`src/rtl/term_ctrl_pkg.sv`:
```
//------------------------------------------------------------------------------
// term_ctrl_pkg : shared terminal geometry, latch types, control codes,
//                 FSM encodings and cursor arithmetic helpers.
// Revision 1.0
//------------------------------------------------------------------------------
`default_nettype none

package term_ctrl_pkg;

  localparam int TERM_ROWS = 30;
  localparam int TERM_COLS = 80;

  localparam logic [1:0] DT_CHAR = 2'd0;
  localparam logic [1:0] DT_COL  = 2'd1;
  localparam logic [1:0] DT_ROW  = 2'd2;

  localparam logic [7:0] CR  = 8'h0D;
  localparam logic [7:0] LF  = 8'h0A;
  localparam logic [7:0] BS  = 8'h08;
  localparam logic [7:0] TAB = 8'h09;
  localparam logic [7:0] FF  = 8'h0C;
  localparam logic [7:0] ESC = 8'h1B;
  localparam logic [7:0] CLEAR_CHAR = 8'h20;

  localparam logic [11:0] CELL_LAST = 12'(TERM_ROWS * TERM_COLS - 1);

  localparam logic [3:0] ST_IDLE     = 4'd0;
  localparam logic [3:0] ST_ESC_R    = 4'd1;
  localparam logic [3:0] ST_ESC_C    = 4'd2;
  localparam logic [3:0] ST_OP1      = 4'd3;
  localparam logic [3:0] ST_OP2      = 4'd4;
  localparam logic [3:0] ST_CLR_ROW  = 4'd5;
  localparam logic [3:0] ST_CLR_COL  = 4'd6;
  localparam logic [3:0] ST_CLR_FILL = 4'd7;

  localparam logic [1:0] PH_IDLE  = 2'd0;
  localparam logic [1:0] PH_SETUP = 2'd1;
  localparam logic [1:0] PH_HI    = 2'd2;
  localparam logic [1:0] PH_LO    = 2'd3;

  function automatic logic [4:0] row_inc(input logic [4:0] row);
    logic [5:0] r;
    r = {1'b0, row} + 6'd1;
    if (r >= 6'(TERM_ROWS)) r = 6'd0;
    return r[4:0];
  endfunction

  // Peripheral auto-advance: {row, col} after a char is written.
  function automatic logic [11:0] advance(input logic [4:0] row, input logic [6:0] col);
    logic [7:0] c;
    logic [4:0] r;
    c = {1'b0, col} + 8'd1;
    r = row;
    if (c >= 8'(TERM_COLS)) begin
      c = 8'd0;
      r = row_inc(row);
    end
    return {r, c[6:0]};
  endfunction

  function automatic logic [4:0] clamp_row(input logic [7:0] b);
    return (b > 8'(TERM_ROWS - 1)) ? 5'(TERM_ROWS - 1) : b[4:0];
  endfunction

  function automatic logic [6:0] clamp_col(input logic [7:0] b);
    return (b > 8'(TERM_COLS - 1)) ? 7'(TERM_COLS - 1) : b[6:0];
  endfunction

  function automatic logic [6:0] tab_col(input logic [6:0] col);
    logic [7:0] t;
    t = ({1'b0, col} | 8'h07) + 8'd1;
    return clamp_col(t);
  endfunction

endpackage

`default_nettype wire

```
`src/rtl/term_ctrl_if.sv`:
```
//------------------------------------------------------------------------------
// term_ctrl_if : host byte valid/ready handshake into the terminal controller.
// Revision 1.0
//------------------------------------------------------------------------------
`default_nettype none

interface term_ctrl_if;
  logic [7:0] rx_data;
  logic       rx_valid;
  logic       rx_ready;

  modport master (output rx_data, output rx_valid, input  rx_ready);
  modport slave  (input  rx_data, input  rx_valid, output rx_ready);
endinterface

`default_nettype wire

```
`src/rtl/term_strobe_gen.sv`:
```
//------------------------------------------------------------------------------
// term_strobe_gen : one latch op = setup cycle, STB_HI strobe-high cycles,
//                   STB_LO strobe-low cycles; done marks the last low cycle.
// Revision 1.0
//------------------------------------------------------------------------------
`default_nettype none

module term_strobe_gen
  import term_ctrl_pkg::*;
#(
  parameter int STB_HI = 2,
  parameter int STB_LO = 1
) (
  input  wire logic       clk,
  input  wire logic       rst,
  input  wire logic       start,
  input  wire logic [1:0] op_dtype,
  input  wire logic [7:0] op_data,
  output logic [7:0]      data,
  output logic [1:0]      dtype,
  output logic            dstrobe,
  output logic            busy,
  output logic            done
);

  localparam int CW = $clog2(((STB_HI > STB_LO) ? STB_HI : STB_LO) + 1);
  localparam logic [CW-1:0] HI_LAST = CW'(STB_HI - 1);
  localparam logic [CW-1:0] LO_LAST = CW'(STB_LO - 1);

  logic [1:0]    phase_q, phase_d;
  logic [CW-1:0] cnt_q, cnt_d;
  logic [7:0]    data_q, data_d;
  logic [1:0]    dtype_q, dtype_d;
  logic          dstrobe_q, dstrobe_d;

  always_ff @(posedge clk or posedge rst) begin
    if (rst) begin
      phase_q   <= PH_IDLE;
      cnt_q     <= '0;
      data_q    <= 8'd0;
      dtype_q   <= 2'd0;
      dstrobe_q <= 1'b0;
    end else begin
      phase_q   <= phase_d;
      cnt_q     <= cnt_d;
      data_q    <= data_d;
      dtype_q   <= dtype_d;
      dstrobe_q <= dstrobe_d;
    end
  end

  always_comb begin
    phase_d   = phase_q;
    cnt_d     = cnt_q;
    data_d    = data_q;
    dtype_d   = dtype_q;
    dstrobe_d = 1'b0;
    case (phase_q)
      PH_SETUP: begin
        phase_d   = PH_HI;
        cnt_d     = '0;
        dstrobe_d = 1'b1;
      end
      PH_HI: begin
        if (cnt_q == HI_LAST) begin
          phase_d = PH_LO;
          cnt_d   = '0;
        end else begin
          cnt_d     = cnt_q + CW'(1);
          dstrobe_d = 1'b1;
        end
      end
      PH_LO: begin
        if (cnt_q == LO_LAST) phase_d = PH_IDLE;
        else                  cnt_d   = cnt_q + CW'(1);
      end
      default: ;
    endcase
    // A start on the done cycle chains the next op with no gap.
    if (start) begin
      phase_d   = PH_SETUP;
      cnt_d     = '0;
      data_d    = op_data;
      dtype_d   = op_dtype;
      dstrobe_d = 1'b0;
    end
  end

  assign data    = data_q;
  assign dtype   = dtype_q;
  assign dstrobe = dstrobe_q;
  assign busy    = (phase_q != PH_IDLE);
  assign done    = (phase_q == PH_LO) && (cnt_q == LO_LAST);

endmodule

`default_nettype wire

```
`src/rtl/term_ctrl.sv`:
```
//------------------------------------------------------------------------------
// term_ctrl : byte-stream terminal controller; decodes host bytes into
//             char/column/row latch ops and tracks a shadow cursor.
// Revision 1.0
//------------------------------------------------------------------------------
`default_nettype none

module term_ctrl
  import term_ctrl_pkg::*;
#(
  parameter int STB_HI     = 2,
  parameter int STB_LO     = 1,
  parameter int INIT_CLEAR = 1
) (
  input  wire logic   ck100,
  input  wire logic   reset,
  term_ctrl_if.slave  rx,
  output logic [7:0]  data,
  output logic [1:0]  dtype,
  output logic        dstrobe,
  output logic [4:0]  currow,
  output logic [6:0]  curcol,
  output logic        busy,
  output logic        clearing
);

  logic [3:0]  state_q, state_d;
  logic        init_q, init_d;
  logic        pend_q, pend_d;
  logic        gap_q, gap_d;
  logic        pair_q, pair_d;
  logic [4:0]  row_q, row_d, op_row_q, op_row_d;
  logic [6:0]  col_q, col_d, op_col_q, op_col_d;
  logic [11:0] cell_q, cell_d;
  logic [1:0]  op_dtype_q, op_dtype_d, st_dtype;
  logic [7:0]  op_data_q, op_data_d, st_data;
  logic        start, sg_busy, sg_done, rdy, acc, is_print, is_op;
  logic [11:0] nxt;

  term_strobe_gen #(.STB_HI(STB_HI), .STB_LO(STB_LO)) u_strobe (
    .clk(ck100), .rst(reset), .start(start), .op_dtype(st_dtype), .op_data(st_data),
    .data(data), .dtype(dtype), .dstrobe(dstrobe), .busy(sg_busy), .done(sg_done)
  );

  always_ff @(posedge ck100 or posedge reset) begin
    if (reset) begin
      state_q    <= ST_IDLE;
      init_q     <= 1'b1;
      pend_q     <= 1'b0;
      gap_q      <= 1'b0;
      pair_q     <= 1'b0;
      row_q      <= 5'd0;
      col_q      <= 7'd0;
      op_row_q   <= 5'd0;
      op_col_q   <= 7'd0;
      cell_q     <= 12'd0;
      op_dtype_q <= 2'd0;
      op_data_q  <= 8'd0;
    end else begin
      state_q    <= state_d;
      init_q     <= init_d;
      pend_q     <= pend_d;
      gap_q      <= gap_d;
      pair_q     <= pair_d;
      row_q      <= row_d;
      col_q      <= col_d;
      op_row_q   <= op_row_d;
      op_col_q   <= op_col_d;
      cell_q     <= cell_d;
      op_dtype_q <= op_dtype_d;
      op_data_q  <= op_data_d;
    end
  end

  assign acc      = rx.rx_valid & rdy;
  assign is_print = (rx.rx_data >= 8'h20) && (rx.rx_data != 8'h7F);
  assign is_op    = is_print || (rx.rx_data == CR) || (rx.rx_data == LF) ||
                    (rx.rx_data == TAB) || ((rx.rx_data == BS) && (col_q != 7'd0));
  assign nxt      = advance(row_q, col_q);

  always_comb begin
    state_d = state_q;
    case (state_q)
      ST_IDLE: begin
        if (init_q) begin
          if (INIT_CLEAR != 0) state_d = ST_CLR_ROW;
        end else if (acc) begin
          if (is_op)                   state_d = ST_OP1;
          else if (rx.rx_data == FF)  state_d = ST_CLR_ROW;
          else if (rx.rx_data == ESC) state_d = ST_ESC_R;
        end
      end
      ST_ESC_R:    if (acc) state_d = ST_ESC_C;
      ST_ESC_C:    if (acc) state_d = ST_OP1;
      ST_OP1:      if (!pend_q && sg_done) state_d = pair_q ? ST_OP2 : ST_IDLE;
      ST_OP2:      if (sg_done) state_d = ST_IDLE;
      ST_CLR_ROW:  if (!pend_q && sg_done) state_d = ST_CLR_COL;
      ST_CLR_COL:  if (sg_done) state_d = ST_CLR_FILL;
      ST_CLR_FILL: if (sg_done && (cell_q == CELL_LAST)) state_d = ST_IDLE;
      default:     state_d = ST_IDLE;
    endcase
  end

  always_comb begin
    init_d     = (state_q == ST_IDLE) ? 1'b0 : init_q;
    pend_d     = ((state_q == ST_IDLE) || (state_q == ST_ESC_C)) &&
                 ((state_d == ST_OP1) || (state_d == ST_CLR_ROW));
    gap_d      = (state_q == ST_IDLE) && !init_q && acc && (state_d == ST_IDLE);
    pair_d     = pair_q;
    row_d      = row_q;
    col_d      = col_q;
    cell_d     = cell_q;
    op_row_d   = op_row_q;
    op_col_d   = op_col_q;
    op_dtype_d = op_dtype_q;
    op_data_d  = op_data_q;
    start      = 1'b0;
    st_dtype   = op_dtype_q;
    st_data    = op_data_q;
    case (state_q)
      ST_IDLE: begin
        if (!init_q && acc) begin
          pair_d     = 1'b0;
          op_row_d   = row_q;
          op_col_d   = col_q;
          op_dtype_d = DT_COL;
          if (is_print) begin
            op_dtype_d = DT_CHAR;
            op_data_d  = rx.rx_data;
            op_row_d   = nxt[11:7];
            op_col_d   = nxt[6:0];
          end else if (rx.rx_data == LF) begin
            op_dtype_d = DT_ROW;
            op_row_d   = row_inc(row_q);
            op_data_d  = {3'd0, row_inc(row_q)};
          end else begin
            // CR / BS / TAB are all column ops; non-ops leave these unused.
            if (rx.rx_data == CR)       op_col_d = 7'd0;
            else if (rx.rx_data == BS)  op_col_d = col_q - 7'd1;
            else                        op_col_d = tab_col(col_q);
            op_data_d = {1'b0, op_col_d};
          end
        end
      end
      ST_ESC_R: if (acc) op_row_d = clamp_row(rx.rx_data);
      ST_ESC_C: begin
        if (acc) begin
          op_col_d   = clamp_col(rx.rx_data);
          op_dtype_d = DT_ROW;
          op_data_d  = {3'd0, op_row_q};
          pair_d     = 1'b1;
        end
      end
      ST_OP1: begin
        if (pend_q) begin
          start = 1'b1;
          row_d = op_row_q;
          if (!pair_q) col_d = op_col_q;
        end else if (sg_done && pair_q) begin
          start    = 1'b1;
          st_dtype = DT_COL;
          st_data  = {1'b0, op_col_q};
          col_d    = op_col_q;
        end
      end
      ST_CLR_ROW: begin
        if (pend_q) begin
          start    = 1'b1;
          st_dtype = DT_ROW;
          st_data  = 8'd0;
          row_d    = 5'd0;
        end else if (sg_done) begin
          start    = 1'b1;
          st_dtype = DT_COL;
          st_data  = 8'd0;
          col_d    = 7'd0;
        end
      end
      ST_CLR_COL, ST_CLR_FILL: begin
        if (sg_done && !((state_q == ST_CLR_FILL) && (cell_q == CELL_LAST))) begin
          start    = 1'b1;
          st_dtype = DT_CHAR;
          st_data  = CLEAR_CHAR;
          row_d    = nxt[11:7];
          col_d    = nxt[6:0];
          cell_d   = (state_q == ST_CLR_COL) ? 12'd0 : cell_q + 12'd1;
        end
      end
      default: ;
    endcase
  end

  always_comb begin
    rdy      = ((state_q == ST_IDLE) && !init_q && !gap_q) ||
               (state_q == ST_ESC_R) || (state_q == ST_ESC_C);
    busy     = !((state_q == ST_IDLE) || (state_q == ST_ESC_R) || (state_q == ST_ESC_C)) || sg_busy;
    clearing = (state_q == ST_CLR_ROW) || (state_q == ST_CLR_COL) || (state_q == ST_CLR_FILL);
  end

  assign rx.rx_ready = rdy;
  assign currow      = row_q;
  assign curcol      = col_q;

endmodule

`default_nettype wire

```
`src/flat_wrapper.sv`:
```
// flat-port wrapper written by rule: the top's interface ports become plain ports
module term_ctrl_flat import term_ctrl_pkg::*;
#(
  parameter int STB_HI     = 2,
  parameter int STB_LO     = 1,
  parameter int INIT_CLEAR = 1
)
  (ck100, reset, data, dtype, dstrobe, currow, curcol, busy, clearing, rx_rx_data, rx_rx_valid, rx_rx_ready);
  term_ctrl_if rx_i ();
  input  wire logic ck100;
  input  wire logic reset;
  output logic [7:0] data;
  output logic [1:0] dtype;
  output logic dstrobe;
  output logic [4:0] currow;
  output logic [6:0] curcol;
  output logic busy;
  output logic clearing;
  input wire logic [$bits(rx_i.rx_data)-1:0] rx_rx_data;
  input wire logic [$bits(rx_i.rx_valid)-1:0] rx_rx_valid;
  output wire logic [$bits(rx_i.rx_ready)-1:0] rx_rx_ready;
  assign rx_i.rx_data = rx_rx_data;
  assign rx_i.rx_valid = rx_rx_valid;
  assign rx_rx_ready = rx_i.rx_ready;
  term_ctrl #(.STB_HI(STB_HI), .STB_LO(STB_LO), .INIT_CLEAR(INIT_CLEAR)) u_core (.ck100(ck100), .reset(reset), .rx(rx_i), .data(data), .dtype(dtype), .dstrobe(dstrobe), .currow(currow), .curcol(curcol), .busy(busy), .clearing(clearing));
endmodule
```
`config.mk`:
```
export PLATFORM = sky130hd
export DESIGN_NAME = term_ctrl_flat
export DESIGN_NICKNAME = d
export VERILOG_FILES = /design/src/rtl/term_ctrl_pkg.sv /design/src/rtl/term_ctrl_if.sv /design/src/rtl/term_strobe_gen.sv /design/src/rtl/term_ctrl.sv /design/src/flat_wrapper.sv
export SDC_FILE = /design/constraint.sdc
export NUM_CORES = 1
export LEC_CHECK = 0
export ABC_AREA = 0
export BUFFER_PORTS_ARGS = -buffer_cell sky130_fd_sc_hd__buf_2
export CAP_MARGIN = 0
export CORE_MARGIN = 2
export CORE_UTILIZATION = 45
export DETAILED_ROUTE_END_ITERATION = 8
export PLACE_DENSITY = 0.76
export SLEW_MARGIN = 20
export SYNTH_ARGS = -nofsm -noshare
export SYNTH_HDL_FRONTEND = slang
export SYNTH_SLANG_ARGS = --single-unit
```
`constraint.sdc`:
```
create_clock -name ck100 -period 2.41 [get_ports ck100]
set_clock_uncertainty 0.1 [all_clocks]
set_input_delay 0.3615 -clock ck100 [delete_from_list [all_inputs] [get_ports ck100]]
set_output_delay 0.3615 -clock ck100 [all_outputs]
set_load 0.02 [all_outputs]
```
# Word-level counts from Yosys, hierarchy flattened
# Cells that the tools add are included.
[totals]
ff_bits = 69
latchBits = 0
ram_bits = 0
mem_bits_ro = 0
inputBits = 11
out_inout_bits = 26
word_cells = 199
n_memories = 0
[classes]
n_addsub = 6
multipliers = 0
n_div = 0
order_cmp = 6
n_eq_ne = 34
shifts = 0
mux = 86
n_bitwise = 1
reduce_logical = 49
[op_table]
columns = ["op", "count"]
rows = [
  ["$mux W7", 16],
  ["$mux W8", 8],
  ["$mux W5", 10],
  ["$mux W4", 12],
  ["$eq A8 B4 Y1 const B", 5],
  ["$pmux W4 S8", 1],
  ["$mux W2", 15],
  ["$pmux W8 S3", 1],
  ["$pmux W7 S3", 1],
  ["$eq A4 B3 Y1 const B", 5],
  ["$pmux W2 S3", 3],
  ["$add A7 B1 Y8 const B", 2],
  ["$gt A8 B7 Y1 const B", 2],
  ["$pmux W8 S2", 1],
  ["$pmux W5 S3", 1],
  ["$logic_and A1 B1 Y1", 14],
  ["$ne A2 B1 Y1 const B", 7],
  ["$pmux W7 S2", 1],
  ["$logic_or A1 B1 Y1", 13],
  ["$add A12 B1 Y12 const B", 1],
  ["$eq A12 B12 Y1 const B", 1],
  ["$eq A4 B2 Y1 const B", 3],
  ["$mux W12", 1],
  ["$pmux W5 S2", 1],
  ["other kinds (34)", 57],
]

# Depth between registers and ports, before layout
# Gate-level depths: netlist of the first run.
[logic_depth]
word_depth = 13
ltp_mapped = 9

# By module
# A second synthesis of the first run with hierarchy kept.
[hier_totals]
hier_cells = 591
hier_area_um2 = 4978.5
[modules_own_cells]
columns = ["module", "instances", "cells_each", "area_per_inst_um2", "seq_area_each_um2"]
rows = [
  ["term_ctrl", 1, 525, 4177.8, 1352.5],
  ["term_strobe_gen", 1, 66, 800.8, 375.4],
]

# Worst setup path before layout of the first run
# OpenSTA, ideal clock, no wires.
[synth_path]
path_kind = "in2reg"
from = "in rx_rx_data[6]"
to = "reg u_core.op_data_q[4]"
setup_ps = 65
t_arrival_ps = 2258
t_required_ps = 2245
slack_ps = -13
path_stages = 7
path_cell_list = "clkbuf_2 or4_1 buf_2 nor4b_4 or4b_1 a31oi_1 a221o_2"
[synth_via]
elab_chain_cells = 7
[synth_rtl]
columns = ["element", "line", "rtl"]
rows = [
  ["from (decl)", "flat_wrapper.sv:19", "input wire logic [$bits(rx_i.rx_data)-1:0] rx_rx_data;"],
  ["$eq A8 B4 Y1", "term_ctrl.sv:139", "else if (rx.rx_data == BS) op_col_d = col_q - 7'd1;"],
  ["$mux W7", "term_ctrl.sv:139", ""],
  ["$mux W7", "term_ctrl.sv:138", "if (rx.rx_data == CR) op_col_d = 7'd0;"],
  ["$mux W7", "term_ctrl.sv:132", "end else if (rx.rx_data == LF) begin"],
  ["$mux W8 (*)", "term_ctrl.sv:127", "if (is_print) begin"],
  ["$mux W8 (*)", "term_ctrl.sv:122", "if (!init_q && acc) begin"],
  ["$pmux W8 S2 (*)", "term_ctrl.sv:120", "case (state_q)"],
  ["to (signal assigned)", "term_ctrl.sv:71", "op_data_q <= op_data_d;"],
  ["to (decl)", "term_ctrl.sv:36", "logic [7:0] op_data_q, op_data_d, st_data;"],
]
# Every way passes the cells marked *; elsewhere a longest branch is shown, timed or not. The select of a mux whose other input is x is not followed.
# A chain may end at the register's enable or synchronous reset.

# Worst setup path in the final report of the first run
[layout_path]
from = "reg u_core.cell_q[10]"
to = "reg u_core.col_q[0], in the netlist u_core.curcol[0]"
[layout_via]
elab_chain_cells = 6
[layout_rtl]
columns = ["element", "line", "rtl"]
rows = [
  ["from (decl)", "term_ctrl.sv:34", "logic [11:0] cell_q, cell_d;"],
  ["from (signal assigned)", "term_ctrl.sv:69", "cell_q <= cell_d;"],
  ["$eq A12 B12 Y1", "term_ctrl.sv:180", "if (sg_done && !((state_q == ST_CLR_FILL) && (cell_q == CELL_LAST))) begin"],
  ["$logic_and A1 B1 Y1", "term_ctrl.sv:180", ""],
  ["$logic_not A1 Y1", "term_ctrl.sv:180", ""],
  ["$logic_and A1 B1 Y1", "term_ctrl.sv:180", ""],
  ["$ne A2 B1 Y1 (no line)", "--", ""],
  ["$reduce_and A6 Y1 (no line)", "--", ""],
  ["to (signal assigned)", "term_ctrl.sv:66", "col_q <= col_d;"],
  ["to (decl)", "term_ctrl.sv:33", "logic [6:0] col_q, col_d, op_col_q, op_col_d;"],
]
# No other way between the ends.

==> summary.txt, run 1 <==
DP HPWL = 10.8 mm
DP Worst Slack = -0.139 ns
Slew headroom = 66.5%
Lkg Pwr = 2.55 nW
# setup viols final = 0
Comb power frac = 39.3%
CP Max Fanout = 6
Longest Clk Path Bufs = 2
Die ar. = 11400 sq um
Tightest Pin Transition = 0.502 ns
kind of end point of the critical path = flip-flop
Overflow after GRT = 0
final instance area = 5820 sq um
CP Cell Sequence = nor4bb_2, and4_4, a21oi_2, buf_4, nor3_4, buf_4, mux2_2
NetSw = 1.91 mW
post-synth top area share = 35.9%
max-cap check violation count = 0
initial antenna violation count = 0
std cell rows = 37
GP Congestion = 0.957
PwrDens = 842 nW/um^2
Clock Latency Late Sink = 0.37 ns
final hold violations = 0
drt pass-1 iters = 6
Die Y = 107 um
Chip Width = 107 um
f_max = 423 MHz
Post-synth EDFFs = 0
share of layout cells above drive strength 1 = 25.7%
Multi-input gate area = 2840 sq um
vias in the first global route = 4779
Avg Inst Size Synth = 8.43 sq um
crit path kind = flip-flop to flip-flop
cell taking the most area after synthesis = dfrtp_1
largest net degree at the start of global routing = 50
WL final = 14.9 mm
Synth Instances = 563
Netlist Area Pre-Place = 4740 sq um
min Tclk post-route = 2.36 ns
CTS Buf Count = 9
status = completed
Core Area = 10300 sq um
Switching Fraction = 39.1%
fraction of power consumed by sequential logic = 36.4%
P_int = 2.99 mW
synth top area cells = dfrtp_1, a21oi_1, ha_1
drt first-iter violations = 520
I/O Buffers = 36
syn_nets = 589
r2r setup slk = 0.05 ns
DRT antenna net count = 0
slowest CP cell = dfrtp_1
CP peak stage delay = 0.44 ns
final worst slack = 0.0472 ns
Min-Delay Path Class = primary input to flip-flop
clock-pin slew on the worst setup and hold paths = 0.08 ns
Via density = 6.28
diodes inserted = 0
DP Area = 5430 sq um
Yosys reg bits = 69
H-tree depth = 3
# DRC = 0
TritonCTS clock tree = yes
Min Hold Slack = 0.324 ns
Critical Path RT = 2.57 ns
Max Slew Vio Count = 0
Initial Util = 46.2%
WL/cell = 18.9 um
nets = 671
Final period util = 98.0%
final core utilization = 56.6%
crit-path most repeated cell = buf_4
final setup TNS = 0 ns
Startpoint Class = flip-flop
Num Clock Sinks = 69
via count = 4939
Clock power frac = 24.3%
synth-to-layout area growth = 22.7%
FF/Latch Area = 1730 sq um
Critical Path AT = 2.52 ns
Root Buffer = clkbuf_8
YS warnings = 0
Layout fillers = 934
first-pass GRT wire length = 23.7 mm
Synth cell types = 79
Async S/R FF share, synth = 100%
sequential share of the synthesized area = 36.4%
Synth Flop Type = dfrtp_1
I/O Pins = 37
worst vdd ir = 0.690 mV
GR Util All Layers = 26.3%
==> worst max-delay path, delay by kind of cell (launching register included) <==
family          cells  cell delay (ns)
mux                 1             0.33
flops               1             0.44
simple gates        3             0.91
compound gates      1             0.08
buf+inv             2             0.39
==> cell type report <==
class,count,share of cell area [%]
clock buffers,9,2.13
clock inverters,7,2.13
inverters,20,1.29
multi-input cells,436,48.8
flip-flops and latches,69,29.8
well taps,136,2.92
repair buffers,109,13.0
==> layer usage <==
layer	vias to the layer above	track usage, %	share of wire, %
met2	279	44.1	48
li1	2262	-	-
met3	49	6.02	8.1
met5	-	0	0
met1	2349	32.8	40
met4	0	10.4	3.2
==> final timing paths <==
check / start / end / cells past startpoint
min in group asynchronous: reset / u_core.u_strobe.dstrobe / 3
setup / recovery: u_core.cell_q[10] / u_core.curcol[0] / 7
max in group asynchronous: reset / u_core.curcol[0] / 4
hold / removal: rx_rx_data[7] / u_core.op_data_q[7] / 3
setup reg to reg: u_core.cell_q[10] / u_core.curcol[0] / 7
hold reg to reg: u_core.u_strobe.data[7] / u_core.u_strobe.data[7] / 2
==> per-stage QoR <==
step | std cells | power (mW)
after CTS | 782 | 4.83
after global routing | 786 | 5.18
final | 786 | 4.90
after detailed placement | 765 | 3.64
after floorplan | 563 | 3.00
after global placement | 765 | 3.58
==> power groups by stage <==
stage | sequential [mW] | combinational [mW] | clock (mW)
detailed placement | 1.78 | 1.86 | 0
CTS | 1.76 | 1.87 | 1.20
finish | 1.78 | 1.93 | 1.19
global route | 1.81 | 2.12 | 1.24
global placement | 1.76 | 1.82 | 0
floorplan | 1.82 | 1.18 | 0
==> synthesized netlist by cell type, types with 3 or more instances <==
library cell and count:
a211oi_1 7, a21oi_1 46, a221oi_1 4, a22o_1 5, a22oi_1 12, a31oi_1 12
a32oi_1 3, and2_1 4, and3_1 9, buf_2 3, buf_6 3, clkbuf_1 25
dfrtp_1 68, ha_1 15, inv_1 20, nand2_1 48, nand2b_1 7, nand3_1 23
nand3b_1 3, nand4_1 8, nor2_1 47, nor2b_1 4, nor3_1 17, nor3b_1 5
nor4_1 8, o21ai_0 36, o221ai_1 4, o22ai_1 9, o311ai_0 3, o31ai_1 4
or2_2 6, or3_1 7, or4_1 3, xnor2_1 17, xor2_1 4
==> cell families (layout without fill, tap and decap cells) <==
group	after synthesis	after routing	synth area share (%)
mux	4	4	0.897
buf+inv	58	145	5.70
other cells	1	1	0.0790
fa+ha+maj	15	15	3.96
compound gates	173	173	23.8
flops	69	69	36.4
xor+xnor	21	21	3.88
simple gates	222	222	25.2
==> flip-flops by register name, summed over array words and instances (netlist names) <==
| register | flops |
|---|---|
| u_core.cell_q | 12 |
| u_core.curcol | 7 |
| u_core.currow | 5 |
| u_core.gap_q | 1 |
| u_core.init_q | 1 |
| u_core.op_col_q | 7 |
| u_core.op_data_q | 8 |
| u_core.op_dtype_q | 2 |
| u_core.op_row_q | 5 |
| u_core.pair_q | 1 |
| u_core.pend_q | 1 |
| u_core.state_q | 4 |
| u_core.u_strobe.cnt_q | 2 |
| u_core.u_strobe.data | 8 |
| u_core.u_strobe.dstrobe | 1 |
| u_core.u_strobe.dtype | 2 |
| u_core.u_strobe.phase_q | 2 |
==> what timing repair did <==
action	4_1_cts	5_1_grt
buffers inserted	0	3
hold buffers	1	0
pin swaps	0	3
gates resized for setup	3	23
endpoints found under the hold margin	19	0
gates cloned	0	1
endpoints found under the setup margin	2	34
==> layout by cell type, fill, tap and decap left out, types with 3 or more instances in the layout <==
cell type | netlist | final
o22ai_1 | 9 | 9
o221ai_1 | 4 | 4
o21ai_0 | 36 | 33
or4_1 | 3 | 3
o311ai_0 | 3 | 3
inv_1 | 20 | 19
xnor2_1 | 17 | 17
nor4_1 | 8 | 7
nand3b_1 | 3 | 3
nor3_1 | 17 | 14
a21oi_1 | 46 | 45
nor3b_1 | 5 | 4
buf_2 | 3 | 36
xor2_1 | 4 | 4
a31oi_1 | 12 | 11
a22oi_1 | 12 | 12
nand3_1 | 23 | 22
a22o_1 | 5 | 5
ha_1 | 15 | 13
nor2b_1 | 4 | 4
nand2_1 | 48 | 48
clkinv_4 | 0 | 3
o21ai_1 | 0 | 3
bufinv_16 | 0 | 3
a32oi_1 | 3 | 3
nor2_1 | 47 | 46
and2_1 | 4 | 3
nand2b_1 | 7 | 7
buf_4 | 1 | 68
or2_2 | 6 | 6
a221oi_1 | 4 | 4
o31ai_1 | 4 | 4
dfrtp_1 | 68 | 65
and3_1 | 9 | 9
clkbuf_8 | 2 | 9
or3_1 | 7 | 7
dfrtp_2 | 0 | 3
a211oi_1 | 7 | 6
nand4_1 | 8 | 8
No activity file was read; power rests on OpenSTA's default activity.
==> run 2: changes to the inputs <==
Settings changed: PLACE_DENSITY 0.76 to 0.67.
==> summary.txt, run 2 (synthesis gave the netlist of run 1 again) <==
Min-Delay Path Class = primary input to flip-flop (unchanged)
max-cap check violation count = 0 (unchanged)
Clock Latency Late Sink = 0.36 ns (was 0.37 ns)
TritonCTS clock tree = yes (unchanged)
GP Congestion = 0.981 (was 0.957)
Slew headroom = 64.1% (was 66.5%)
Hold Path Origin = rx_rx_data[7] (unchanged)
leading cell type in the layout, fill and taps excluded = dfrtp_1 (was buf_4)
I/O Pins = 37 (unchanged)
M3 GR Usage = 4.68% (was 6.02%)
Chip Width = 107 um (unchanged)
min Tclk post-route = 2.34 ns (was 2.36 ns)
kind of end point of the critical path = output pin (was flip-flop)
Overflow after GRT = 0 (unchanged)
Critical Path RT = 1.95 ns (was 2.57 ns)
reg2reg end = u_core.op_row_q[1] (was u_core.curcol[0])
synth-to-layout area growth = 21.7% (was 22.7%)
r2r setup slk = 0.08 ns (was 0.05 ns)
Die Y = 107 um (unchanged)
I/O Buffers = 36 (unchanged)
# DRC = 0 (unchanged)
max FFs per register = 12 (unchanged)
Layout fillers = 973 (was 934)
WL final = 14.4 mm (was 14.9 mm)
Tightest Pin Transition = 0.538 ns (was 0.502 ns)
status = completed (unchanged)
initial antenna violation count = 0 (unchanged)
Core Area = 10300 sq um (unchanged)
share of layout cells above drive strength 1 = 24.8% (was 25.7%)
Root Buffer = clkbuf_8 (unchanged)
f_max = 427 MHz (was 423 MHz)
std cell rows = 37 (unchanged)
DRT antenna net count = 0 (unchanged)
diodes inserted = 0 (unchanged)
drt first-iter violations = 489 (was 520)
final std cells w/o fill = 782 (was 786)
most frequent cells in the layout = dfrtp_1, buf_4, nand2_1 (was buf_4, dfrtp_1, nand2_1)
Max Slew Vio Count = 0 (unchanged)
crit path kind = flip-flop to output pin (was flip-flop to flip-flop)
Via density = 6.19 (was 6.28)
GR Layer Usage met1 = 33.6% (was 32.8%)
Num Clock Sinks = 69 (unchanged)
via count = 4840 (was 4939)
H-tree depth = 3 (unchanged)
worst reg2reg path depth = 9 (was 7)
Multi-input gate area = 2830 sq um (was 2840 sq um)
final hold violations = 0 (unchanged)
CTS Buf Count = 9 (unchanged)
DP HPWL = 10.7 mm (was 10.8 mm)
clock-pin slew on the worst setup and hold paths = 0.08 ns (about the same)
Lkg Pwr = 2.53 nW (was 2.55 nW)
largest net degree at the start of global routing = 70 (was 50)
r2r startpoint = u_core.currow[1] (was u_core.cell_q[10])
Final period util = 97.1% (was 98.0%)
first-pass GRT wire length = 23.7 mm (about the same)
Top reg by flops = u_core.cell_q (unchanged)
# setup viols final = 0 (unchanged)
Critical Path AT = 1.88 ns (was 2.52 ns)
drt pass-1 iters = 6 (unchanged)
worst-case hold path end point = u_core.op_data_q[7] (unchanged)
Min Hold Slack = 0.314 ns (was 0.324 ns)
Die ar. = 11400 sq um (unchanged)
Placed Cells = 762 (was 765)
gr busiest metal = met2 (unchanged)
Longest Clk Path Bufs = 2 (unchanged)
worst vdd ir = 0.486 mV (was 0.690 mV)
GR Util All Layers = 26.1% (was 26.3%)
PwrDens = 837 nW/um^2 (was 842 nW/um^2)
FF/Latch Area = 1730 sq um (about the same)
Startpoint Class = flip-flop (unchanged)
vias in the first global route = 4598 (was 4779)
Hold Path Depth = 3 (unchanged)
final core utilization = 56.2% (was 56.6%)
nets = 667 (was 671)
M2 GR Usage = 44.1% (about the same)
CP Max Fanout = 15 (was 6)
Initial Util = 46.2% (unchanged)
WL/cell = 18.5 um (was 18.9 um)
[run 2: worst max-delay path by stage]
stage	from	endpoint	slack, ns	depth (start not counted)
after floorplan	rx_rx_data[6]	u_core.op_data_q[4]	-0.01	7
final	u_core.state_q[3]	clearing	0.07	5
after CTS	u_core.state_q[1]	rx_rx_ready	0.0008	4
after detailed placement	rx_rx_data[0]	u_core.op_col_q[5]	-0.19	7
after global routing	u_core.curcol[4]	u_core.op_data_q[0]	-0.01	7
after global placement	rx_rx_data[0]	u_core.op_data_q[4]	-0.07	7
[run 2: per-stage QoR]
step                      cell area [sq um]  setup slack [ns]  total power [mW]  TNS (ns)
after CTS                              5670          0.000803              4.76         0
after detailed placement               5430            -0.194              3.64    -0.404
after floorplan                        4740           -0.0127              3.00   -0.0127
final                                  5780            0.0704              4.83         0
after global placement                 5430           -0.0651              3.59    -0.138
after global routing                   5780           -0.0137              5.13   -0.0148
[run 2: layout make-up]
cell class	instances	area share, %
multi-input combinational	436	49.0
sequential	69	30.0
timing repair buffer	105	12.8
tap	136	2.95
clock buffer	10	2.38
clock inverter	6	1.62
inverter	20	1.30
[run 2: routing by layer]
metal | share of wire, % | wire length [um]
met5 | 0 | 0
met4 | 2.9 | 414
met3 | 7.4 | 1070
met2 | 48 | 6950
met1 | 42 | 6000
[run 2: critical path: stages, from the launching register on]
cell	delay, ns
dfrtp_1	0.39
buf_4	0.19
nand2b_1	0.18
or2_2	0.47
inv_1	0.11
buf_2	0.16
[run 2: what timing repair did]
action	in CTS	in global routing
endpoints found under the hold margin	15	0
endpoints found under the setup margin	0	29
hold buffers	1	0
buffers inserted	0	3
resized for setup	0	22
[run 2: where the power goes]
| part | total [mW] | switching [mW] | internal (mW) |
|---|---|---|---|
| Combinational | 1.94 | 1.11 | 0.832 |
| Clock | 1.12 | 0.502 | 0.618 |
| Sequential | 1.77 | 0.311 | 1.46 |
| Total | 4.83 | 1.92 | 2.91 |
==> run 3: changes to the inputs <==
Settings changed: GPL_TIMING_DRIVEN set to 0.
==> summary.txt, run 3 (synthesis gave the netlist of run 1 again) <==
Startpoint Class = flip-flop (unchanged)
clock-pin slew on the worst setup and hold paths = 0.09 ns (was 0.08 ns)
final hold violations = 0 (unchanged)
Critical Path AT = 2.52 ns (was 1.88 ns)
I/O Pins = 37 (unchanged)
Longest Clk Path Bufs = 2 (unchanged)
I/O Buffers = 33 (was 36)
max FFs per register = 12 (unchanged)
Num Clock Sinks = 69 (unchanged)
DP Area = 5100 sq um (was 5430 sq um)
H-tree depth = 3 (unchanged)
met2 WL = 7.35 mm (was 6.95 mm)
# DRC = 0 (unchanged)
Crit path buffers/inverters = 1 (was 3)
synth-to-layout area growth = 21.5% (was 21.7%)
Final period util = 97.9% (was 97.1%)
# setup viols final = 0 (unchanged)
share of layout cells above drive strength 1 = 25.9% (was 24.8%)
DP HPWL = 10.5 mm (was 10.7 mm)
std cell rows = 37 (unchanged)
Root Buffer = clkbuf_8 (unchanged)
WL final = 14.8 mm (was 14.4 mm)
Core Area = 10300 sq um (unchanged)
Overflow after GRT = 0 (unchanged)
met1 wire length = 6.06 mm (was 6.00 mm)
Lkg Pwr = 2.43 nW (was 2.53 nW)
GR Util All Layers = 26.2% (was 26.1%)
PwrDens = 824 nW/um^2 (was 837 nW/um^2)
Min-Delay Path Class = primary input to flip-flop (unchanged)
Slew headroom = 57.8% (was 64.1%)
Die Y = 107 um (unchanged)
via count = 4877 (was 4840)
Chip Width = 107 um (unchanged)
max-cap check violation count = 0 (unchanged)
crit path kind = flip-flop to flip-flop (was flip-flop to output pin)
total power = 4.75 mW (was 4.83 mW)
TritonCTS clock tree = yes (unchanged)
Via density = 6.38 (was 6.19)
largest net degree at the start of global routing = 37 (was 70)
most frequent cells in the layout = dfrtp_1, nand2_1, nor2_1, a21oi_1, buf_2 (was dfrtp_1, buf_4, nand2_1)
GP Congestion = 0.937 (was 0.981)
Critical Path RT = 2.57 ns (was 1.95 ns)
Clock Latency Late Sink = 0.36 ns (about the same)
Die ar. = 11400 sq um (unchanged)
initial antenna violation count = 0 (unchanged)
Initial Util = 46.2% (unchanged)
Top reg by flops = u_core.cell_q (unchanged)
worst vdd ir = 0.515 mV (was 0.486 mV)
slowest CP cell = a211oi_1 (was or2_2)
crit-path most repeated cell = a211oi_1
CP Cell Sequence = clkbuf_1, mux2_2, o221a_2, nor2_1, a211oi_1, a211oi_1, o221ai_1 (was buf_4, nand2b_1, or2_2, inv_1, buf_2)
final instance area = 5770 sq um (was 5780 sq um)
met3 wire len = 1.04 mm (was 1.07 mm)
max layer used = met4 (unchanged)
Max Slew Vio Count = 0 (unchanged)
drt first-iter violations = 512 (was 489)
DRT antenna net count = 0 (unchanged)
WL/cell = 19.4 um (was 18.5 um)
nets = 650 (was 667)
f_max = 424 MHz (was 427 MHz)
CTS Buf Count = 9 (unchanged)
status = completed (unchanged)
Tightest Pin Transition = 0.628 ns (was 0.538 ns)
first-pass GRT wire length = 23.6 mm (was 23.7 mm)
CP Max Fanout = 10 (was 15)
leading cell type in the layout, fill and taps excluded = dfrtp_1 (unchanged)
vias in the first global route = 4660 (was 4598)
min Tclk post-route = 2.36 ns (was 2.34 ns)
kind of end point of the critical path = flip-flop (was output pin)
diodes inserted = 0 (unchanged)
CP peak stage delay = 0.48 ns (was 0.47 ns)
kind of cell adding the most delay to the critical path = compound AO/OA/AOI/OAI gates (was simple AND/OR/NAND/NOR gates)
drt pass-1 iters = 5 (was 6)
## run 3: changes by cell type in the layout (fill, tap and decap cells not counted), moves of 4 or more
cell      previous run  this run
nor3_4               0         4
nor3_1              17        11
clkbuf_1             0         9
buf_4               65        23
clkbuf_2             0         8
buf_6                0         4
## run 3: through the flow
| stage | worst slack (ns) | hold slack, ns | utilization [%] | std cells | setup TNS [ns] |
|---|---|---|---|---|---|
| final | 0.0515 | 0.236 | 56.1 | 765 | 0 |
| after global routing | -0.0651 | 0.245 | 56.1 | 765 | -0.0923 |
| after CTS | -0.0466 | 0.236 | 54.5 | 760 | -0.0853 |
| after detailed placement | -0.613 | 0.339 | 49.6 | 733 | -13.71 |
| after global placement | -0.724 | 0.392 | 49.4 | 732 | -61.17 |
| after floorplan | -0.0127 | 0.366 | - | 563 | -0.0127 |
## run 3: timing repair
action,CTS,global route
endpoints found under the setup margin,58,53
pin swaps,7,10
setup buffers,12,8
hold buffers,1,0
resized for setup,52,42
hold endpoints to repair,34,0
## run 3: path summary, 6_finish.rpt
path	cells after the start	from	end	slack [ns]
hold / removal	3	rx_rx_data[4]	u_core.op_col_q[4]	0.24
min in group asynchronous	3	reset	u_core.gap_q	0.48
setup reg to reg	7	u_core.curcol[6]	u_core.op_col_q[3]	0.05
setup / recovery	7	u_core.curcol[6]	u_core.op_col_q[3]	0.05
hold reg to reg	2	u_core.u_strobe.data[7]	u_core.u_strobe.data[7]	0.41
max in group asynchronous	4	reset	u_core.currow[0]	1.16
## run 3: report_power, final
group / switching [mW] / internal (mW)
Clock: 0.541 / 0.494
Combinational: 1.17 / 0.794
Sequential: 0.284 / 1.46
## run 3: cell type report
class	instances	area, sq um
Buffer	33	214
Clock buffer	9	124
Clock inverter	7	83.8
Fill cell	971	4510
Inverter	20	77.6
Multi-Input combinational cell	436	3020
Sequential cell	69	1730
Tap cell	136	170
Timing Repair Buffer	55	345
## run 3: tightest hold or removal path, cell delays in order
cell and delay, ns:
buf_6 0.11, a32oi_1 0.09, o21ai_0 0.09
## run 3: layer usage
layer  global-route usage, %  vias to the layer above
li1                        -                     2216
met1                    33.6                     2352
met2                    45.8                      267
met3                    3.22                       42
met4                    8.63                        0
met5                       0                        -
